`config.mk`:
```
export PLATFORM = sky130hd
export DESIGN_NAME = pc_sequencer
export DESIGN_NICKNAME = d
export VERILOG_FILES = /design/src/rtl/pc_seq_pkg.sv /design/src/rtl/pc_ret_stack.sv /design/src/rtl/pc_sequencer.sv
export SDC_FILE = /design/constraint.sdc
export NUM_CORES = 1
export LEC_CHECK = 0
export CORE_ASPECT_RATIO = 0.8
export CORE_MARGIN = 2
export CORE_UTILIZATION = 60
export DETAILED_ROUTE_END_ITERATION = 16
export GPL_TIMING_DRIVEN = 0
export PLACE_DENSITY = 0.81
export SYNTH_ARGS = -nofsm -noshare
export SYNTH_HDL_FRONTEND = slang
export SYNTH_SLANG_ARGS = --single-unit
```
`constraint.sdc`:
```
create_clock -name clk -period 4.1 [get_ports clk]
set_input_delay 0.82 -clock clk [delete_from_list [all_inputs] [get_ports clk]]
set_output_delay 0.82 -clock clk [all_outputs]
set_load 0.005 [all_outputs]
```
`src/rtl/pc_seq_pkg.sv`:
```
// pc_seq_pkg: shared definitions for the program-counter sequencer.
//   PC_OP_W  width of the pc_op operation code
//   pc_op_e  operation encodings; code 7 is reserved and behaves as HOLD
package pc_seq_pkg;

  localparam int PC_OP_W = 3;

  typedef enum logic [PC_OP_W-1:0] {
    HOLD       = 3'd0,
    INC        = 3'd1,
    LOAD_IMM   = 3'd2,
    LOAD_REG   = 3'd3,
    BRANCH_REL = 3'd4,
    CALL       = 3'd5,
    RET        = 3'd6
  } pc_op_e;

endpackage

```
`src/rtl/pc_ret_stack.sv`:
```
// pc_ret_stack: return-address LIFO (PC_W x STACK_DEPTH).
//   clk, rstn   clock, asynchronous active-low reset (clears depth only)
//   push        write push_data on top (ignored when full)
//   pop         discard top entry (ignored when empty)
//   push_data   return address to store
//   top         most recently pushed entry (undefined when empty)
//   full, empty depth == STACK_DEPTH / depth == 0
module pc_ret_stack #(
  parameter int PC_W        = 16,
  parameter int STACK_DEPTH = 8
) (
  input  logic            clk,
  input  logic            rstn,
  input  logic            push,
  input  logic            pop,
  input  logic [PC_W-1:0] push_data,
  output logic [PC_W-1:0] top,
  output logic            full,
  output logic            empty
);
  import pc_seq_pkg::*;

  localparam int DEPTH_W = $clog2(STACK_DEPTH + 1);
  localparam int IDX_W   = $clog2(STACK_DEPTH);
  localparam logic [DEPTH_W-1:0] DEPTH_ONE = DEPTH_W'(1);
  localparam logic [DEPTH_W-1:0] DEPTH_MAX = DEPTH_W'(STACK_DEPTH);

  logic [PC_W-1:0]    mem [STACK_DEPTH];
  logic [DEPTH_W-1:0] depth_p0;
  logic [DEPTH_W-1:0] depth_m1;
  logic [IDX_W-1:0]   wr_idx;
  logic [IDX_W-1:0]   rd_idx;

  assign depth_m1 = depth_p0 - DEPTH_ONE;
  assign wr_idx   = depth_p0[IDX_W-1:0];
  assign rd_idx   = depth_m1[IDX_W-1:0];

  assign full  = (depth_p0 == DEPTH_MAX);
  assign empty = (depth_p0 == '0);
  assign top   = mem[rd_idx];

  // ---- stage p0: depth counter (control, reset) ----
  always_ff @(posedge clk or negedge rstn) begin
    if (!rstn) begin
      depth_p0 <= '0;
    end else if (push && !full) begin
      depth_p0 <= depth_p0 + DEPTH_ONE;
    end else if (pop && !empty) begin
      depth_p0 <= depth_m1;
    end
  end

  // ---- stage p0: entry storage (data, never reset) ----
  always_ff @(posedge clk) begin
    if (push && !full) begin
      mem[wr_idx] <= push_data;
    end
  end

endmodule

```
`src/rtl/pc_sequencer.sv`:
```
// pc_sequencer: program-counter sequencer for the fetch stage.
//   clk, rstn   clock, asynchronous active-low reset
//   stall       freezes PC, return stack and stack_err for this cycle
//   pc_op       operation (pc_seq_pkg::pc_op_e), cond qualifies BRANCH_REL
//   immediate   zero-extended for LOAD_IMM, sign-extended for BRANCH_REL
//   rd_data     register target for LOAD_REG and CALL
//   pc_out      registered program counter / instruction-memory address
//   stack_full, stack_empty  return-stack occupancy flags
//   stack_err   sticky: CALL while full or RET while empty; cleared by reset
module pc_sequencer
  import pc_seq_pkg::*;
#(
  parameter int              PC_W        = 16,
  parameter int              IMM_W       = 8,
  parameter int              STACK_DEPTH = 8,
  parameter logic [PC_W-1:0] RESET_VEC   = '0
) (
  input  logic               clk,
  input  logic               rstn,
  input  logic               stall,
  input  logic [PC_OP_W-1:0] pc_op,
  input  logic               cond,
  input  logic [IMM_W-1:0]   immediate,
  input  logic [PC_W-1:0]    rd_data,
  output logic [PC_W-1:0]    pc_out,
  output logic               stack_full,
  output logic               stack_empty,
  output logic               stack_err
);

  function automatic logic [PC_W-1:0] zext(input logic [IMM_W-1:0] v);
    return {{(PC_W-IMM_W){1'b0}}, v};
  endfunction

  function automatic logic signed [PC_W-1:0] sext(input logic signed [IMM_W-1:0] v);
    return {{(PC_W-IMM_W){v[IMM_W-1]}}, v};
  endfunction

  logic [PC_W-1:0] pc_p0;
  logic [PC_W-1:0] pc_d;
  logic [PC_W-1:0] pc_inc;
  logic [PC_W-1:0] stk_top;
  logic            err_p0;
  logic            err_d;
  logic            push;
  logic            pop;

  pc_ret_stack #(
    .PC_W        (PC_W),
    .STACK_DEPTH (STACK_DEPTH)
  ) u_ret_stack (
    .clk       (clk),
    .rstn      (rstn),
    .push      (push),
    .pop       (pop),
    .push_data (pc_inc),
    .top       (stk_top),
    .full      (stack_full),
    .empty     (stack_empty)
  );

  // Wraps modulo 2^PC_W; the pushed return address is this same value.
  assign pc_inc = pc_p0 + PC_W'(1);

  always_comb begin
    pc_d  = pc_p0;
    err_d = err_p0;
    push  = 1'b0;
    pop   = 1'b0;
    if (!stall) begin
      case (pc_op)
        INC:        pc_d = pc_inc;
        LOAD_IMM:   pc_d = zext(immediate);
        LOAD_REG:   pc_d = rd_data;
        BRANCH_REL: pc_d = cond ? (pc_p0 + sext(immediate)) : pc_inc;
        CALL: begin
          if (stack_full) begin
            err_d = 1'b1;
          end else begin
            push = 1'b1;
            pc_d = rd_data;
          end
        end
        RET: begin
          if (stack_empty) begin
            err_d = 1'b1;
          end else begin
            pop  = 1'b1;
            pc_d = stk_top;
          end
        end
        default: ;
      endcase
    end
  end

  // ---- stage p0: PC and sticky fault register ----
  always_ff @(posedge clk or negedge rstn) begin
    if (!rstn) begin
      pc_p0  <= RESET_VEC;
      err_p0 <= 1'b0;
    end else begin
      pc_p0  <= pc_d;
      err_p0 <= err_d;
    end
  end

  assign pc_out    = pc_p0;
  assign stack_err = err_p0;

endmodule

```
# Yosys cells after proc, flatten, opt, wreduce, memory -nomap -nowiden
# Memories as Yosys holds them, arrays and structs flattened.
# Cells that the tools add are included.
# W data, S select, Z words.
dict set report totals {
  register_bits 21
  latch_bits 0
  ram_bits 128
  romBits 0
  input_bits 31
  output_inout_bits 19
  word_cells 47
  mem_count 1
}
# memory depth width read_ports rd_ports_with_merged_regs wr line_no
set mem_list {}
lappend mem_list {u_ret_stack.mem 8 16 1 0 1 pc_ret_stack.sv:28} ;# logic [PC_W-1:0] mem [STACK_DEPTH];
dict set report classes {
  addsub 4
  n_mul 0
  div_mod_pow 0
  order_cmp 0
  eq_ne 11
  shifts 0
  muxes 17
  bitwise 1
  n_reduce_logical 10
}
# op count
set op_table {}
lappend op_table {{$pmux W16 S6} 1}
lappend op_table {{$mux W16} 3}
lappend op_table {{$add A16 B1 Y16 const B} 1}
lappend op_table {{$add A16 B16 Y16} 1}
lappend op_table {{$mux W1} 10}
lappend op_table {{$eq A3 B3 Y1 const B} 3}
lappend op_table {{$mux W4} 2}
lappend op_table {{$reduce_and A4 Y1} 2}
lappend op_table {{$eq A3 B2 Y1 const B} 2}
lappend op_table {{$reduce_bool A6 Y1} 1}
lappend op_table {{$add A4 B1 Y4 const B} 1}
lappend op_table {{$eq A4 B4 Y1 const B} 1}
lappend op_table {{$logic_not A4 Y1} 1}
lappend op_table {{$ne A2 B1 Y1 const B} 2}
lappend op_table {{$ne A2 B2 Y1 const B} 2}
lappend op_table {{$reduce_bool A2 Y1} 2}
lappend op_table {{$sub A4 B1 Y4 const B} 1}
lappend op_table {{$eq A3 B1 Y1 const B} 1}
lappend op_table {{$logic_and A1 B1 Y1} 2}
lappend op_table {{$logic_not A1 Y1} 2}
lappend op_table {{$pmux W1 S2} 1}
lappend op_table {{$not A1 Y1} 1}

# Depth between registers and ports, before layout
dict set report logic_depth {
  depth_word 7
  ltp_mapped 12
  ltp_nobuf 9
}

# Hierarchy
# A second synthesis with hierarchy kept.
dict set report unflattened {
  cells_unflattened 568
  area_unflattened_um2 7736.2
}
# module instances cells_per_inst area_each_um2 seq_area_each_um2
set by_module_without_submodules {}
lappend by_module_without_submodules {pc_ret_stack 1 241 5337.6 3943.8}
lappend by_module_without_submodules {pc_sequencer 1 327 2398.6 425.4}

# Least setup slack after synthesis
# No wires, ideal clock.
dict set report synth_timing {
  path_kind {reg2reg}
  start {reg u_ret_stack.depth_p0[0]}
  end {mem u_ret_stack.mem[2][0], enable pin}
  setup_ns 0.409
  arrival_ns 3.036
  t_required_ns 3.691
  path_slack_ns 0.655
  path_stages_with_launch 9
  path_buffers 2
  synth_period_minus_slack_ns 3.445
  cell_sequence {dfrtp_1 buf_6 buf_4 inv_1 ha_1 and3b_1 nor3_2 nand2_1 nor3_1}
}
dict set report synth_via {
  elab_chain_cells 7
  word_cells_on_any_way 8
  classes_between {eq/ne (1); mux (5); reduce/logical (2)}
}
# item line_no
set synth_lines {}
lappend synth_lines {{start, declared} pc_ret_stack.sv:29} ;# logic [DEPTH_W-1:0] depth_p0;
lappend synth_lines {{start signal, assigned} pc_ret_stack.sv:47} ;# depth_p0 <= depth_p0 + DEPTH_ONE;
lappend synth_lines {{start signal, assigned} pc_ret_stack.sv:49} ;# depth_p0 <= depth_m1;
lappend synth_lines {{$eq A4 B4 Y1 *} pc_ret_stack.sv:38} ;# assign full = (depth_p0 == DEPTH_MAX);
lappend synth_lines {{net stack_full} pc_sequencer.sv:26} ;# output logic stack_full,
lappend synth_lines {{$mux W1} pc_sequencer.sv:77} ;# if (stack_full) begin
lappend synth_lines {{$mux W1} pc_sequencer.sv:71} ;# case (pc_op)
lappend synth_lines {{$mux W1} pc_sequencer.sv:70} ;# if (!stall) begin
lappend synth_lines {{$logic_and A1 B1 Y1 *} pc_ret_stack.sv:55} ;# if (push && !full) begin
lappend synth_lines {{$mux W1 *} pc_ret_stack.sv:55}
lappend synth_lines {{$mux W1 (implied by the code) *} pc_ret_stack.sv:56} ;# mem[wr_idx] <= push_data;
lappend synth_lines {{end, declared} pc_ret_stack.sv:28}
# The timed path passes the listed nets; every way through them passes the cells marked *.

# Worst setup path after layout
dict set report layout_timing {
  start {reg u_ret_stack.depth_p0[0]}
  end {mem u_ret_stack.mem[4][0], enable pin}
}
dict set report layout_via {
  elab_chain_cells 7
  word_cells_on_any_way 8
  classes_between {eq/ne (1); mux (5); reduce/logical (2)}
}
# item line_no
set layout_lines {}
lappend layout_lines {{$eq A4 B4 Y1} pc_ret_stack.sv:38}
lappend layout_lines {{$mux W1} pc_sequencer.sv:77}
lappend layout_lines {{$mux W1} pc_sequencer.sv:71}
lappend layout_lines {{$mux W1} pc_sequencer.sv:70}
lappend layout_lines {{$logic_and A1 B1 Y1} pc_ret_stack.sv:55}
lappend layout_lines {{$mux W1} pc_ret_stack.sv:55}
lappend layout_lines {{$mux W1 (implied by the code)} pc_ret_stack.sv:56}
# Several ways; a longest one is shown, not always the timed one.

==> flow_metrics.py <==
metrics = {
    "die": {
        "die_area_um2": 13700,
        "rows": 36,
        "core_area_um2": 12300,
        "start_util_pct": 62.2,
        "die_h_um": 105,
        "ios": 50,
        "chipWidth_um": 130,
    },
    "critical_path": {
        "start_kind": "flop",
        "critPathMaxFanout": 10,
        "cp.arrival_ns": 3.87,
        "cpPeakStageDelay_ns": 0.82,
        "crit_top_cell": "nor3_2",
        "r2r_slack_ns": 0.36,
        "r2r_cells": 9,
        "crit_chain": "buf_6 -> buf_4 -> inv_1 -> ha_1 -> and3b_1 -> nor3_2 -> nand2_1 -> nor3_2 -> buf_8",
        "cp.required_ns": 4.23,
        "r2r-end": "u_ret_stack.mem[4][0]",
        "worstSetupPathType": "flop to flop",
        "slowest_stage": "nor3_2",
        "reg2reg_from": "u_ret_stack.depth_p0[0]",
        "endpoint_kind": "flop",
    },
    "finish": {
        "final_common_cell": "edfxtp_1",
        "layout-area-overhead-vs-synth_pct": 19.0,
        "seq_area_um2": 4370,
        "mostFrequentLayoutCells": "128 x edfxtp_1, 51 x nand2_1, 48 x clkdlybuf4s50_1, 42 x a21oi_1, 32 x mux4_2",
        "nets": 707,
        "final_cell_count_no_fill": 841,
        "utilization_pct": 73.9,
        "multi_input_area_um2": 3140,
        "fillers": 816,
        "n_antenna_cell": 0,
        "drive_gt1_share_pct": 16.9,
    },
    "synth": {
        "async_flop_share_pct": 14.1,
        "synth_edf_count": 128,
        "synth.cell_area_um2": 7670,
        "synth_cells": 581,
        "synth_cell_types": 78,
        "synth-main-ff-cell": "edfxtp_1",
        "ys_ff_latch": 149,
        "synth_nets": 631,
        "yosysWarnings": 0,
        "yosysSeqAreaShare_pct": 57.0,
        "synth.avg_cell_area_um2": 13.2,
    },
    "hold_path": {
        "hp-start": "stack_err",
        "hp-class": "flop to flop",
        "hold_path_depth": 1,
        "hold_end": "stack_err",
    },
    "clock_network": {
        "cts.htree.levels": 4,
        "cts_inserted_buffers": 17,
        "clk_path_buf_depth": 2,
        "clock-sinks": 149,
        "cts_resized": 0,
        "cts-hold-fix-buffers": 0,
        "postCtsSetupRepairBufs": 0,
        "clock_latency_ns": 0.42,
        "ctsRootBufferMaster": "clkbuf_16",
        "cts_tree": "done",
        "clk_pin_slew_worst_paths_ns": 0.06,
    },
    "global_route": {
        "antenna_found_initial": 0,
        "grt_overflow_total": 0,
        "grt_max_degree": 22,
        "grt_pass1_wl_mm": 30.5,
        "grtUsageTotal_pct": 30.8,
        "grt_pass1_vias": 5246,
    },
    "route": {
        "drc": 0,
        "wl_mm": 20.6,
        "met1_length_mm": 8.59,
        "routedWlPerCell_um": 24.5,
        "firstDrtPassIters": 5,
        "vias": 5702,
        "drt_iter0_drc": 801,
        "wl_met2_mm": 9.66,
        "top_layer": "met4",
        "ant_nets": 0,
        "wl_met3_mm": 2.04,
        "avgViaCountPerCell": 6.78,
    },
    "power": {
        "p_int_uw": 4060,
        "leakage_uw": 0.00317,
        "peakVddDrop_mv": 0.418,
        "power_density_nw_per_um2": 688,
        "seqPwrFrac_pct": 34.3,
        "p_switching_uw": 2220,
        "p_clk_share_pct": 25.4,
        "switching_share_pct": 35.4,
        "pwr-share-comb_pct": 40.3,
        "p_total_uw": 6280,
    },
    "timing": {
        "setup_slack_ns": 0.358,
        "drv_slew": 0,
        "clock_skew_ns": 0.0103,
        "finalWorstPathRequiredPeriod_ns": 3.74,
        "hold_violations": 0,
        "hold_slack_ns": 0.536,
        "max-slew-margin-rel_pct": 25.0,
        "setup_viol": 0,
        "fmax_mhz": 267,
        "fin_crit_sh_pct": 91.3,
        "worstMarginPinSlew_ns": 1.12,
        "rsz0062_at_grt": "false",
    },
    "place": {
        "dp_cells": 809,
        "place.gp.congestion": 0.958,
        "dpl_worst_slack_ns": 0.354,
        "dp_hpwl_mm": 14.5,
        "io_buffers": 48,
    },
    "run": {
        "drv_cap": 0,
    },
    "outcome": {
        "status": "finished clean",
    },
}
[kinds of logic (layout without fill, tap and decap cells)]
logic type	count (synthesis)	after routing	share of synthesized area, %
xor gates and xnor gates	25	25	2.95
adders and majority gates	19	19	3.20
muxes	39	39	10.3
and+or+nand+nor	154	154	10.5
AOI/OAI and AO/OA	155	155	13.6
DFF	149	149	57.0
buffers and inverters	40	129	2.53
[sequential cells by signal (all words and copies together), names as in the netlist]
register	count
u_ret_stack.mem	128
pc_out	16
u_ret_stack.depth_p0	4
stack_err	1
[cells in the mapped netlist (10+ instances only)]
cell type	n	share of area [%]
edfxtp_1	128	50
nand2_1	51	2.5
a21oi_1	42	2.7
mux4_2	32	9.4
o21ai_0	31	2.0
nor2_1	27	1.3
dfrtp_1	21	6.9
ha_1	18	2.9
xnor2_1	17	1.9
inv_1	14	0.69
nor3_1	11	0.72
buf_2	10	0.65
nand3_1	10	0.65
[metrics by stage]
| step | TNS [ns] | cell area, um2 |
|---|---|---|
| 6_report | 0 | 9130 |
| 5_1_grt | 0 | 9130 |
| 4_1_cts | 0 | 9130 |
| 3_5_place_dp | 0 | 8530 |
| 3_3_place_gp | -84.93 | 8370 |
| 2_1_floorplan | 0 | 7670 |
[worst max-delay path: cells and delay by family (launching register included)]
kind,cells,cell delay [ns]
buf+inv,4,0.84
simple gates,4,1.79
flops,1,0.51
fa+ha+maj,1,0.31
[cell type report]
type / count / area share, %
Timing Repair Buffer: 57 / 6.66
Clock inverter: 11 / 1.73
Multi-Input combinational cell: 392 / 34.4
Sequential cell: 149 / 47.9
Buffer: 26 / 1.55
Inverter: 14 / 0.576
Clock buffer: 21 / 4.83
Tap cell: 171 / 2.34
[worst max path at each step]
stage / from / endpoint / slack, ns / depth (start not counted)
finish: u_ret_stack.depth_p0[0] / u_ret_stack.mem[4][0] / 0.36 / 9
global route: u_ret_stack.depth_p0[0] / u_ret_stack.mem[4][5] / 0.22 / 9
CTS: u_ret_stack.depth_p0[0] / u_ret_stack.mem[4][5] / 0.39 / 9
detailed placement: pc_op[0] / u_ret_stack.mem[4][9] / 0.35 / 7
global placement: pc_op[0] / u_ret_stack.mem[6][15] / -0.91 / 6
floorplan: u_ret_stack.depth_p0[0] / u_ret_stack.mem[2][0] / 0.65 / 8
[per-layer routing]
metal / track usage [%] / vias up
met5: 0 / -
met4: 7.67 / 0
met3: 7.07 / 35
met2: 46.9 / 388
met1: 45.7 / 2829
li1: - / 2450
[power by group through the flow]
stage,combinational (uW),clock (uW),sequential (uW)
after floorplan,1710,0,2120
final,2530,1600,2150
after detailed placement,2480,0,2170
after CTS,2500,1600,2140
after global placement,2370,0,2170
after global routing,2720,1660,2160
(Power assumes the default switching activity.)
